[src/rtl/seven_seg_scan.sv]
// Time-multiplexed scanner for a common-anode seven-segment display with
// frame-synchronous value updates, leading-zero blanking and anode guard time.
module seven_seg_scan #(
    parameter int NUM_DIGITS   = 8,
    parameter int REFRESH_DIV  = 100000,
    parameter int GUARD_CYCLES = 16
) (
    input  logic        clk,
    input  logic        rst_n,
    input  logic [31:0] value,
    input  logic        load,
    input  logic [7:0]  dp_mask,
    input  logic        lz_en,
    output logic [3:0]  bcd,
    output logic [7:0]  an,
    output logic        dp_n,
    output logic        frame_done
);

    localparam int CW = (REFRESH_DIV > 1) ? $clog2(REFRESH_DIV) : 1;
    localparam logic [CW-1:0] TERM     = CW'(REFRESH_DIV - 1);
    localparam logic [CW-1:0] PRE_TERM = CW'(REFRESH_DIV - 2);
    localparam logic [CW-1:0] GUARD    = CW'(GUARD_CYCLES);
    localparam logic [2:0]    LAST     = 3'(NUM_DIGITS - 1);

    logic [CW-1:0] cnt_r;
    logic [2:0]    idx_r;
    logic [31:0]   shadow_val_r;
    logic [7:0]    shadow_dp_r;
    logic [31:0]   active_val_r;
    logic [7:0]    active_dp_r;
    logic          pending_r;
    logic [3:0]    bcd_r;
    logic [7:0]    an_r;
    logic          dp_n_r;
    logic          frame_done_r;

    logic          slot_end_s;
    logic          frame_end_s;
    logic          frame_end_next_s;
    logic          blank_s;
    logic          lit_s;
    logic [3:0]    nibble_s;

    // Digit idx is a leading zero when it is not digit 0 and every nibble from
    // idx up to the top scanned digit is zero.
    function automatic logic lead_blank_f(input logic [31:0] val, input logic [2:0] idx);
        logic higher_nz;
        higher_nz = 1'b0;
        for (int j = 0; j < 8; j++) begin
            higher_nz = higher_nz | ((j < NUM_DIGITS) && (j >= int'(idx)) &&
                                     (val[4*j +: 4] != 4'h0));
        end
        return (idx != 3'd0) && !higher_nz;
    endfunction

    // Slot and frame decode plus per-digit display qualification
    always_comb begin
        slot_end_s       = 1'b0;
        frame_end_s      = 1'b0;
        frame_end_next_s = 1'b0;
        blank_s          = 1'b0;
        lit_s            = 1'b0;
        nibble_s         = 4'h0;
        slot_end_s       = (cnt_r == TERM);
        frame_end_s      = slot_end_s && (idx_r == LAST);
        frame_end_next_s = (cnt_r == PRE_TERM) && (idx_r == LAST);
        nibble_s         = active_val_r[{idx_r, 2'b00} +: 4];
        if (lz_en) begin
            blank_s = lead_blank_f(active_val_r, idx_r);
        end else begin
            blank_s = 1'b0;
        end
        lit_s = (cnt_r >= GUARD) && !blank_s;
    end

    // Slot counter and digit index
    always_ff @(posedge clk or negedge rst_n) begin
        if (!rst_n) begin
            cnt_r <= '0;
            idx_r <= 3'd0;
        end else if (slot_end_s) begin
            cnt_r <= '0;
            idx_r <= (idx_r == LAST) ? 3'd0 : idx_r + 3'd1;
        end else begin
            cnt_r <= cnt_r + {{(CW-1){1'b0}}, 1'b1};
        end
    end

    // Shadow capture and commit to the active set only at frame boundaries;
    // a load landing on the boundary bypasses the shadow stage.
    always_ff @(posedge clk or negedge rst_n) begin
        if (!rst_n) begin
            shadow_val_r <= 32'h0;
            shadow_dp_r  <= 8'h00;
            active_val_r <= 32'h0;
            active_dp_r  <= 8'h00;
            pending_r    <= 1'b0;
        end else begin
            if (load) begin
                shadow_val_r <= value;
                shadow_dp_r  <= dp_mask;
            end else begin
                shadow_val_r <= shadow_val_r;
                shadow_dp_r  <= shadow_dp_r;
            end
            if (frame_end_s) begin
                pending_r <= 1'b0;
                if (load) begin
                    active_val_r <= value;
                    active_dp_r  <= dp_mask;
                end else if (pending_r) begin
                    active_val_r <= shadow_val_r;
                    active_dp_r  <= shadow_dp_r;
                end else begin
                    active_val_r <= active_val_r;
                    active_dp_r  <= active_dp_r;
                end
            end else begin
                pending_r <= pending_r | load;
            end
        end
    end

    // Registered display outputs; frame_done is predicted one cycle early so
    // it is high exactly while the counter sits on the frame's last cycle.
    always_ff @(posedge clk or negedge rst_n) begin
        if (!rst_n) begin
            bcd_r        <= 4'h0;
            an_r         <= 8'hFF;
            dp_n_r       <= 1'b1;
            frame_done_r <= 1'b0;
        end else begin
            bcd_r        <= nibble_s;
            an_r         <= lit_s ? ~(8'h01 << idx_r) : 8'hFF;
            dp_n_r       <= lit_s ? ~active_dp_r[idx_r] : 1'b1;
            frame_done_r <= frame_end_next_s;
        end
    end

    assign bcd        = bcd_r;
    assign an         = an_r;
    assign dp_n       = dp_n_r;
    assign frame_done = frame_done_r;

endmodule
[config.mk]
export PLATFORM = sky130hd
export DESIGN_NAME = seven_seg_scan
export DESIGN_NICKNAME = d
export VERILOG_FILES = /design/src/rtl/seven_seg_scan.sv
export SDC_FILE = /design/constraint.sdc
export NUM_CORES = 1
export LEC_CHECK = 0
export ABC_AREA = 0
export ABC_CLOCK_PERIOD_IN_PS = 2500
export BUFFER_PORTS_ARGS = -buffer_cell sky130_fd_sc_hd__buf_2
export CAP_MARGIN = 20
export CORE_AREA = 10 10 108 110
export CTS_CLUSTER_DIAMETER = 60
export DETAILED_ROUTE_END_ITERATION = 8
export DIE_AREA = 0 0 118 120
export PLACE_DENSITY_LB_ADDON = 0.15
export REMOVE_ABC_BUFFERS = 1
export SYNTH_ARGS = -nofsm -noshare
export SYNTH_HDL_FRONTEND = slang
export SYNTH_SLANG_ARGS = --single-unit
[constraint.sdc]
create_clock -name clk -period 2.5 [get_ports clk]
set_input_delay 0.25 -clock clk [delete_from_list [all_inputs] [get_ports clk]]
set_output_delay 0.25 -clock clk [all_outputs]
set_load 0.05 [all_outputs]
==> impl_metrics.json, run 1 <==
{
  "wl_per_cell_um": 17.1,
  "status": "completed",
  "rows": 36,
  "synth_edf_count": 0,
  "cp.required_ns": 2.92,
  "yosys-top-cells-area": "dfrtp_1 (52%), mux2_4 (12%), mux2_2 (9.0%), dfstp_2 (4.6%), mux4_2 (4.4%)",
  "arrival_ns": 2.68,
  "wirelength_um": 10400,
  "worstPathCellList": "buf_4 -> ha_1 -> and4b_1 -> o2111ai_1 -> or3_1 -> o211ai_1",
  "dp_slack_ns": 0.348,
  "grt_pass1_wl_um": 17800,
  "synth_area_um2": 5120,
  "antenna_found_initial": 0,
  "dpl.hpwl_um": 7070,
  "synth_cells": 353,
  "io_pins": 58,
  "yosysMostFrequentCell": "dfrtp_1",
  "hold_violations": 0,
  "crit_type": "flop to flop",
  "ys_seq_elements": 115,
  "die_area_um2": 14200,
  "area_growth_pct": 27.8,
  "drc_errors": 0,
  "dieHeight_um": 120,
  "synth.cells.most_frequent": "dfrtp_1 (106), mux2_2 (41), mux2_4 (40), nand2_1 (22), nor2_1 (11)",
  "max_stage_delay_ns": 0.50,
  "final_net_count": 515,
  "start_util": 0.536,
  "power_density_nw_per_um2": 690,
  "fillers": 719,
  "track_usage": 0.157,
  "clk_pin_slew_worst_paths_ns": 0.06,
  "die_w_um": 118,
  "vias": 3187,
  "seqCellArea_um2": 2890,
  "path_buf_inv": 1,
  "coreArea_um2": 9550,
  "relSlewSlack": 0.484,
  "portBuffers": 57,
  "n_antenna_cell": 0,
  "multi_input_area_um2": 2110,
  "cts-root-buf": "clkbuf_8",
  "cts_sinks": 115,
  "grt_max_degree": 58,
  "clk_path_buf_depth": 2,
  "vias_per_cell": 5.24,
  "period_minus_slack_ns": 2.25,
  "fin_area_um2": 6550,
  "avgSynthCellArea_um2": 14.5,
  "seq_area_frac_synth": 0.564,
  "drv_slew": 0,
  "cts_resized": 0,
  "use_met2": 0.248,
  "dpl_cell_area_um2": 5550,
  "crit_family": "simple AND/OR/NAND/NOR gates",
  "start_kind": "flop",
  "timing.hold.ws_ns": 0.0960,
  "htree_levels": 4,
  "top_usage_layer": "met2",
  "tightest_slew_ns": 0.766,
  "cts_setup_buffers": 0,
  "yosys.area.top_type": "dfrtp_1",
  "tns_ns": 0,
  "ys_warn_count": 0,
  "rsz0062_at_grt": "false",
  "fin_skew_ns": 0.00944,
  "synth_ff_type": "dfrtp_1",
  "clock_latency_ns": 0.52,
  "overflow": 0,
  "numCtsBuffers": 17,
  "period_share": 0.900,
  "grt_pass1_vias": 3497,
  "async_reset_ff_frac": 1.00,
  "first_pass_iters": 4,
  "grtUsageMet3": 0.0431,
  "met1_usage": 0.196,
  "drv_cap": 0,
  "r2r_slack_ns": 0.25,
  "final_antenna_net_count": 0,
  "hp-class": "primary input to flop",
  "gp_congestion": 0.900,
  "drtIter0Drc": 163,
  "vdd_drop_max_mv": 0.371,
  "cp_max_fo": 10,
  "end_kind": "flop",
  "drive_above_1_share": 0.434,
  "yosysUniqueCellTypes": 42,
  "cp_slowest_cell": "dfrtp_1",
  "setup_ws_ns": 0.249,
  "setup_violations": 0,
  "p_leak_uw": 0.00316,
  "clock.fmax_mhz": 444,
  "tritoncts": "yes",
  "synth_top_area_share": 0.518
}
==> logic make-up (layout without fill, tap and decap cells) <==
kind of cell,after synthesis,in the layout,synth area share
adders and majority gates,9,9,0.0220
DFF,115,115,0.564
muxes,93,93,0.255
buffers and inverters,23,145,0.0235
xor gates and xnor gates,13,13,0.0222
AOI/OAI and AO/OA,18,18,0.0239
and+or+nand+nor,82,82,0.0889
==> layout by cell type, fill, tap and decap left out, types with 10 or more instances in the layout <==
cell type and instances:
clkbuf_16 16, nand2_1 22, nand3_1 10, buf_2 56
dlygate4sd3_1 41, nor4_1 10, nor2_1 11, mux4_2 10
mux2_4 40, mux2_2 41, dfrtp_1 106
==> worst register-to-register path, cell delays in order (launching register included) <==
cell,delay [ns]
dfrtp_1,0.50
buf_4,0.24
ha_1,0.23
and4b_1,0.28
o2111ai_1,0.14
or3_1,0.47
o211ai_1,0.30
==> power by group <==
group / total, µW / switching [µW] / internal, µW
clock network: 2340 / 840 / 1500
registers: 1940 / 14.8 / 1930
logic: 233 / 101 / 132
==> flip-flops by register name, summed over array words and instances, names as in the netlist <==
signal,cells
shadow_val_r,32
cnt_r,17
bcd,4
shadow_dp_r,8
idx_r,3
frame_done,1
active_val_r,32
pending_r,1
an,8
dp_n,1
active_dp_r,8
==> stage by stage <==
stage	power, µW	util	std cells
finish	4520	0.685	608
global route	4690	0.685	608
CTS	4570	0.685	608
detailed placement	2160	0.582	535
global placement	2160	0.582	535
floorplan	2050	-	337
==> metal layers <==
layer  part of all wire  up-vias
li1                   -     1491
met1               0.46     1613
met2               0.48       68
met3              0.038       15
met4              0.017        0
met5                  0        -
==> area by class of cell <==
class / count / share of cell area
Clock buffer: 17 / 0.0633
Clock inverter: 15 / 0.0254
Inverter: 7 / 0.00401
Multi-Input combinational cell: 215 / 0.323
Sequential cell: 115 / 0.441
Tap cell: 133 / 0.0254
Timing Repair Buffer: 106 / 0.118
==> what timing repair did <==
| action | 4_1_cts | 5_1_grt |
|---|---|---|
| hold buffers | 41 | 0 |
| endpoints found under the hold margin | 70 | 0 |
| setup endpoints to repair | 0 | 0 |
==> worst paths after layout <==
path                                         end  cells after the start      from
worst min-delay path            shadow_val_r[16]                      2      load
min in group asynchronous       active_val_r[26]                      2     rst_n
max in group asynchronous                  an[5]                      3     rst_n
worst min register to register          cnt_r[0]                      1  cnt_r[0]
worst max-delay path                       an[1]                      6  idx_r[1]
worst max register to register             an[1]                      6  idx_r[1]
Power figures use the tool's default switching activity.
==> inputs of run 2 (changes only) <==
--- a/config.mk
+++ b/config.mk
@@ -6,13 +6,13 @@
 export NUM_CORES = 1
 export LEC_CHECK = 0
 export ABC_AREA = 0
-export ABC_CLOCK_PERIOD_IN_PS = 2500
+export ABC_CLOCK_PERIOD_IN_PS = 2000
 export BUFFER_PORTS_ARGS = -buffer_cell sky130_fd_sc_hd__buf_2
 export CAP_MARGIN = 20
-export CORE_AREA = 10 10 108 110
+export CORE_AREA = 10 10 111 113
 export CTS_CLUSTER_DIAMETER = 60
 export DETAILED_ROUTE_END_ITERATION = 8
-export DIE_AREA = 0 0 118 120
+export DIE_AREA = 0 0 121 123
 export PLACE_DENSITY_LB_ADDON = 0.15
 export REMOVE_ABC_BUFFERS = 1
 export SYNTH_ARGS = -nofsm -noshare
==> constraint.sdc (replaced) <==
create_clock -name clk -period 2 [get_ports clk]
set_input_delay 0.2 -clock clk [delete_from_list [all_inputs] [get_ports clk]]
set_output_delay 0.2 -clock clk [all_outputs]
set_load 0.05 [all_outputs]
==> run 2 against run 1 <==
Compared with the run above: critical path depth is 1 lower; critical path type unchanged; non-clock buffer count is 17 higher; sequential power is 25% higher; sequential share of layout area is 1.1 points lower; largest power group unchanged.
==> impl_metrics.json, run 2 (synthesis results as in run 1) <==
{
  "setup_violations": 0,
  "die_area_um2": 14900,
  "vias": 3190,
  "grt_pass1_wl_um": 17700,
  "coreArea_um2": 10100,
  "arrival_ns": 2.30,
  "switching_power_uw": 1180,
  "start_kind": "flop",
  "crit_type": "flop to flop",
  "routed-wl-met3_um": 504,
  "end_kind": "flop",
  "io_pins": 58,
  "rows": 37,
  "clock_latency_ns": 0.51,
  "clk_pin_slew_worst_paths_ns": 0.05,
  "final_antenna_net_count": 0,
  "hold_violations": 0,
  "p_int_uw": 4470,
  "wl_per_cell_um": 16.8,
  "cp.required_ns": 2.39,
  "portBuffers": 57,
  "drive_above_1_share": 0.449,
  "worstPathCellList": "or3_4 -> nor3_4 -> nand4_4 -> buf_12 -> mux2_4",
  "power_density_nw_per_um2": 841,
  "die_w_um": 121,
  "max_stage_delay_ns": 0.41,
  "status": "completed",
  "n_antenna_cell": 0,
  "rsz0062_at_grt": "false",
  "cp_slowest_cell": "or3_4",
  "antenna_found_initial": 0,
  "dpl.hpwl_um": 7380,
  "path_buf_inv": 1,
  "timing.hold.ws_ns": 0.175,
  "numCtsBuffers": 17,
  "wirelength_um": 10500,
  "cts-root-buf": "clkbuf_8",
  "period_share": 0.952,
  "stdcell_count": 628,
  "drv_cap": 0,
  "routed.top_layer": "met4",
  "wl_met2_um": 4950,
  "tritoncts": "yes",
  "period_minus_slack_ns": 1.90,
  "cts_sinks": 115,
  "vias_per_cell": 5.08,
  "track_usage": 0.150,
  "hp-class": "primary input to flop",
  "r2r_slack_ns": 0.1,
  "dp_cells": 555,
  "tightest_slew_ns": 0.476,
  "r2r_end": "active_val_r[17]",
  "p_clk_frac": 0.518,
  "area_growth_pct": 31.2,
  "r2r_start": "cnt_r[6]",
  "cp_max_fo": 20,
  "whs_path_depth": 2,
  "pwr-share-seq": 0.430,
  "power_switching_share": 0.208,
  "clock.fmax_mhz": 525,
  "combPwrFrac": 0.052,
  "ff2ff_path_depth": 5,
  "fin_skew_ns": 0.0106,
  "hp-start": "load",
  "mostFrequentLayoutCell": "dfrtp_1",
  "cts_setup_buffers": 0,
  "clk_path_buf_depth": 2,
  "drtIter0Drc": 103,
  "grt_pass1_vias": 3458,
  "start_util": 0.505,
  "first_pass_iters": 4,
  "vdd_drop_max_mv": 0.454,
  "top_regs": "active_val_r: 32 flops, shadow_val_r: 32 flops, cnt_r: 17 flops",
  "drv_slew": 0,
  "htree_levels": 4,
  "relSlewSlack": 0.682,
  "fillers": 718,
  "grt_max_degree": 46,
  "p_leak_uw": 0.00327,
  "mostFrequentLayoutCells": "dfrtp_1 (106), buf_2 (56), mux2_2 (41), dlygate4sd3_1 (41), mux2_4 (40)",
  "gp_congestion": 0.870,
  "final_net_count": 532,
  "overflow": 0,
  "crit_family": "simple AND/OR/NAND/NOR gates",
  "dieHeight_um": 123,
  "drc_errors": 0,
  "hold_end": "shadow_val_r[23]",
  "drt-met1-wl_um": 4920
}
## run 2: cell count changes in the layout (fill, tap and decap cells not counted), sizes merged
| cell | change |
|---|---|
| bufinv | -1 |
| clkbuf | +6 |
| clkinvlp | -2 |
| clkinv | -3 |
| buf | +17 |
## run 2: worst register-to-register path, stage by stage, from the launching register on
cell	delay, ns
dfrtp_1	0.38
or3_4	0.41
nor3_4	0.26
nand4_4	0.19
buf_12	0.22
mux2_4	0.32
## run 2: metal layers
metal,up-vias,global-route usage
met4,0,0.0581
met2,74,0.233
met1,1578,0.193
met5,-,0
met3,16,0.0479
li1,1522,-
## run 2: worst max path at each step
stage	start	end	depth (start not counted)
2_1_floorplan	idx_r[0]	active_dp_r[0]	4
3_3_place_gp	cnt_r[6]	active_val_r[18]	5
3_5_place_dp	cnt_r[6]	active_val_r[10]	5
4_1_cts	cnt_r[6]	active_val_r[17]	5
5_1_grt	idx_r[1]	active_val_r[16]	6
6_report	cnt_r[6]	active_val_r[17]	5
## run 2: repair_timing
item | CTS | global route
endpoints found under the setup margin | 0 | 40
hold buffers | 41 | 0
gates resized for setup | 0 | 1
endpoints found under the hold margin | 73 | 0
## run 2: cell type report
type | instances | area, µm² | share of cell area
clock buffer | 23 | 477 | 0.0709
clock inverter | 9 | 103 | 0.0153
inverter | 7 | 26.3 | 0.00391
multi-input combinational | 215 | 2120 | 0.315
sequential | 115 | 2890 | 0.430
tap | 136 | 170 | 0.0253
timing repair buffer | 123 | 936 | 0.139
## run 2: power groups by stage
stage               registers (µW)  logic (µW)  clock network [µW]
floorplan                     2460         105                   0
global placement              2460         235                   0
detailed placement            2470         241                   0
CTS                           2430         304                2960
global route                  2430         332                3080
finish                        2430         295                2930
## run 2: per-stage QoR
stage / utilization / power [µW] / worst slack (ns) / cell area [µm²] / setup TNS, ns
finish: 0.663 / 5650 / 0.0951 / 6720 / 0
global route: 0.663 / 5840 / 0.00172 / 6720 / 0
CTS: 0.662 / 5700 / 0.0222 / 6710 / 0
detailed placement: 0.564 / 2710 / 0.0359 / 5720 / 0
global placement: 0.564 / 2700 / 0.0754 / 5720 / 0
floorplan: - / 2570 / -0.580 / 5030 / -24.35
==> inputs of run 3 (changes only) <==
--- a/config.mk
+++ b/config.mk
@@ -6,13 +6,13 @@
 export NUM_CORES = 1
 export LEC_CHECK = 0
 export ABC_AREA = 0
-export ABC_CLOCK_PERIOD_IN_PS = 2000
+export ABC_CLOCK_PERIOD_IN_PS = 2100
 export BUFFER_PORTS_ARGS = -buffer_cell sky130_fd_sc_hd__buf_2
 export CAP_MARGIN = 20
-export CORE_AREA = 10 10 111 113
+export CORE_AREA = 10 10 108 110
 export CTS_CLUSTER_DIAMETER = 60
 export DETAILED_ROUTE_END_ITERATION = 8
-export DIE_AREA = 0 0 121 123
+export DIE_AREA = 0 0 118 120
 export PLACE_DENSITY_LB_ADDON = 0.15
 export REMOVE_ABC_BUFFERS = 1
 export SYNTH_ARGS = -nofsm -noshare
==> constraint.sdc (replaced) <==
create_clock -name clk -period 2.1 [get_ports clk]
set_input_delay 0.21 -clock clk [delete_from_list [all_inputs] [get_ports clk]]
set_output_delay 0.21 -clock clk [all_outputs]
set_load 0.05 [all_outputs]
==> run 3 against run 2 <==
Compared with the run above: first-iteration DRC count rose by 110%; final cell count fell by 1.3%; clock power rose by 11%; worst hold slack got worse by 0.11 ns; critical path depth rose by 1; power rose by 3.5%; critical path type unchanged; highest routed layer unchanged.
==> impl_metrics.json, run 3 (synthesis results as in run 1) <==
{
  "status": "completed",
  "final_net_count": 527,
  "cp.required_ns": 2.51,
  "rows": 36,
  "grt_pass1_wl_um": 18900,
  "rsz0062_at_grt": "false",
  "cp_common_cell": "ha_1",
  "power_switching_share": 0.199,
  "dpl.hpwl_um": 7300,
  "vias": 3263,
  "drive_above_1_share": 0.448,
  "mostFrequentLayoutCell": "dfrtp_1",
  "cp_slowest_cell": "dfrtp_1",
  "die_area_um2": 14200,
  "wl_per_cell_um": 17.5,
  "power_density_nw_per_um2": 864,
  "first_pass_iters": 4,
  "dp_slack_ns": 0.134,
  "grt_max_degree": 52,
  "htree_levels": 4,
  "clk_pin_slew_worst_paths_ns": 0.06,
  "crit_type": "flop to flop",
  "cp-startpoint": "idx_r[0]",
  "numCtsBuffers": 17,
  "setup_violations": 0,
  "final_util": 0.708,
  "grt_pass1_vias": 3610,
  "wirelength_um": 10900,
  "start_kind": "flop",
  "final_antenna_net_count": 0,
  "clock_latency_ns": 0.52,
  "cp_max_fo": 24,
  "clock.fmax_mhz": 508,
  "top_regs": "active_val_r: 32 flops, shadow_val_r: 32 flops, cnt_r: 17 flops",
  "hp-class": "primary input to flop",
  "start_util": 0.536,
  "dieHeight_um": 120,
  "overflow": 0,
  "multi_input_area_um2": 2110,
  "drc_errors": 0,
  "timing.hold.ws_ns": 0.0611,
  "drv_slew": 0,
  "end_kind": "flop",
  "cts_sinks": 115,
  "p_int_uw": 4680,
  "cts_resized": 0,
  "mostFrequentLayoutCells": "dfrtp_1 (106), buf_2 (56), mux2_2 (41), dlygate4sd3_1 (41), mux2_4 (40)",
  "period_share": 0.938,
  "clk_path_buf_depth": 2,
  "n_antenna_cell": 0,
  "drv_cap": 0,
  "max_stage_delay_ns": 0.35,
  "worstPathCellList": "buf_4 -> ha_1 -> ha_1 -> nand4_4 -> buf_12 -> mux2_4",
  "track_usage": 0.166,
  "p_clk_frac": 0.557,
  "die_w_um": 118,
  "path_buf_inv": 2,
  "hold_violations": 0,
  "vdd_drop_max_mv": 0.523,
  "hp-start": "load",
  "seqCellArea_um2": 2890,
  "arrival_ns": 2.38,
  "setup_ws_ns": 0.131,
  "fin_skew_ns": 0.00547,
  "tns_ns": 0,
  "tritoncts": "yes",
  "cts_setup_buffers": 0,
  "vias_per_cell": 5.26,
  "switching_power_uw": 1160,
  "p_leak_uw": 0.00328,
  "relSlewSlack": 0.708,
  "area_growth_pct": 32.1,
  "period_minus_slack_ns": 1.97,
  "r2r_start": "idx_r[0]",
  "crit_family": "adder cells",
  "cts_hold_buf": 41,
  "antenna_found_initial": 0,
  "drtIter0Drc": 213,
  "fillers": 643,
  "pwr-share-seq": 0.396,
  "combPwrFrac": 0.048,
  "coreArea_um2": 9550,
  "tightest_slew_ns": 0.439,
  "io_pins": 58,
  "cts-root-buf": "clkbuf_8",
  "portBuffers": 57,
  "gp_congestion": 0.892
}
==> run 3: worst reg2reg max path, stage by stage (launching register included) <==
cell	delay, ns
dfrtp_1	0.35
buf_4	0.28
ha_1	0.23
ha_1	0.29
nand4_4	0.16
buf_12	0.22
mux2_4	0.33
==> run 3: metal layers <==
metal | share of wire | track usage | vias up
met2 | 0.49 | 0.264 | 62
met5 | 0 | 0 | -
met4 | 0.027 | 0.0827 | 0
met3 | 0.030 | 0.0427 | 25
met1 | 0.46 | 0.207 | 1656
li1 | - | - | 1520
==> run 3: cell type report <==
type | instances | area share
clock buffers | 19 | 0.0653
clock inverters | 13 | 0.0340
inverters | 7 | 0.00388
multi-input cells | 215 | 0.312
flip-flops and latches | 115 | 0.427
well taps | 133 | 0.0246
repair buffers | 118 | 0.133
==> run 3: final timing paths <==
| kind | endpoint | slack (ns) | depth (start not counted) |
|---|---|---|---|
| max reg2reg | active_dp_r[7] | 0.13 | 6 |
| min in group asynchronous | shadow_val_r[22] | 0.18 | 2 |
| min reg2reg | cnt_r[0] | 0.49 | 1 |
| min | shadow_val_r[16] | 0.06 | 2 |
| max in group asynchronous | an[2] | 1.14 | 3 |
| max | active_dp_r[7] | 0.13 | 6 |
==> run 3: power groups by stage <==
stage          Combinational (µW)  Clock [µW]  Sequential, µW
6_report                      279        3250            2310
5_1_grt                       312        3410            2320
4_1_cts                       285        3290            2310
3_5_place_dp                  226           0            2350
3_3_place_gp                  221           0            2350
2_1_floorplan                 100           0            2340
==> run 3: stage by stage <==
step           instances  instance area [µm²]  power (µW)
3_5_place_dp         547                 5680        2580
6_report             620                 6760        5840
3_3_place_gp         547                 5680        2570
5_1_grt              620                 6760        6040
2_1_floorplan        337                 5030        2440
4_1_cts              620                 6760        5890
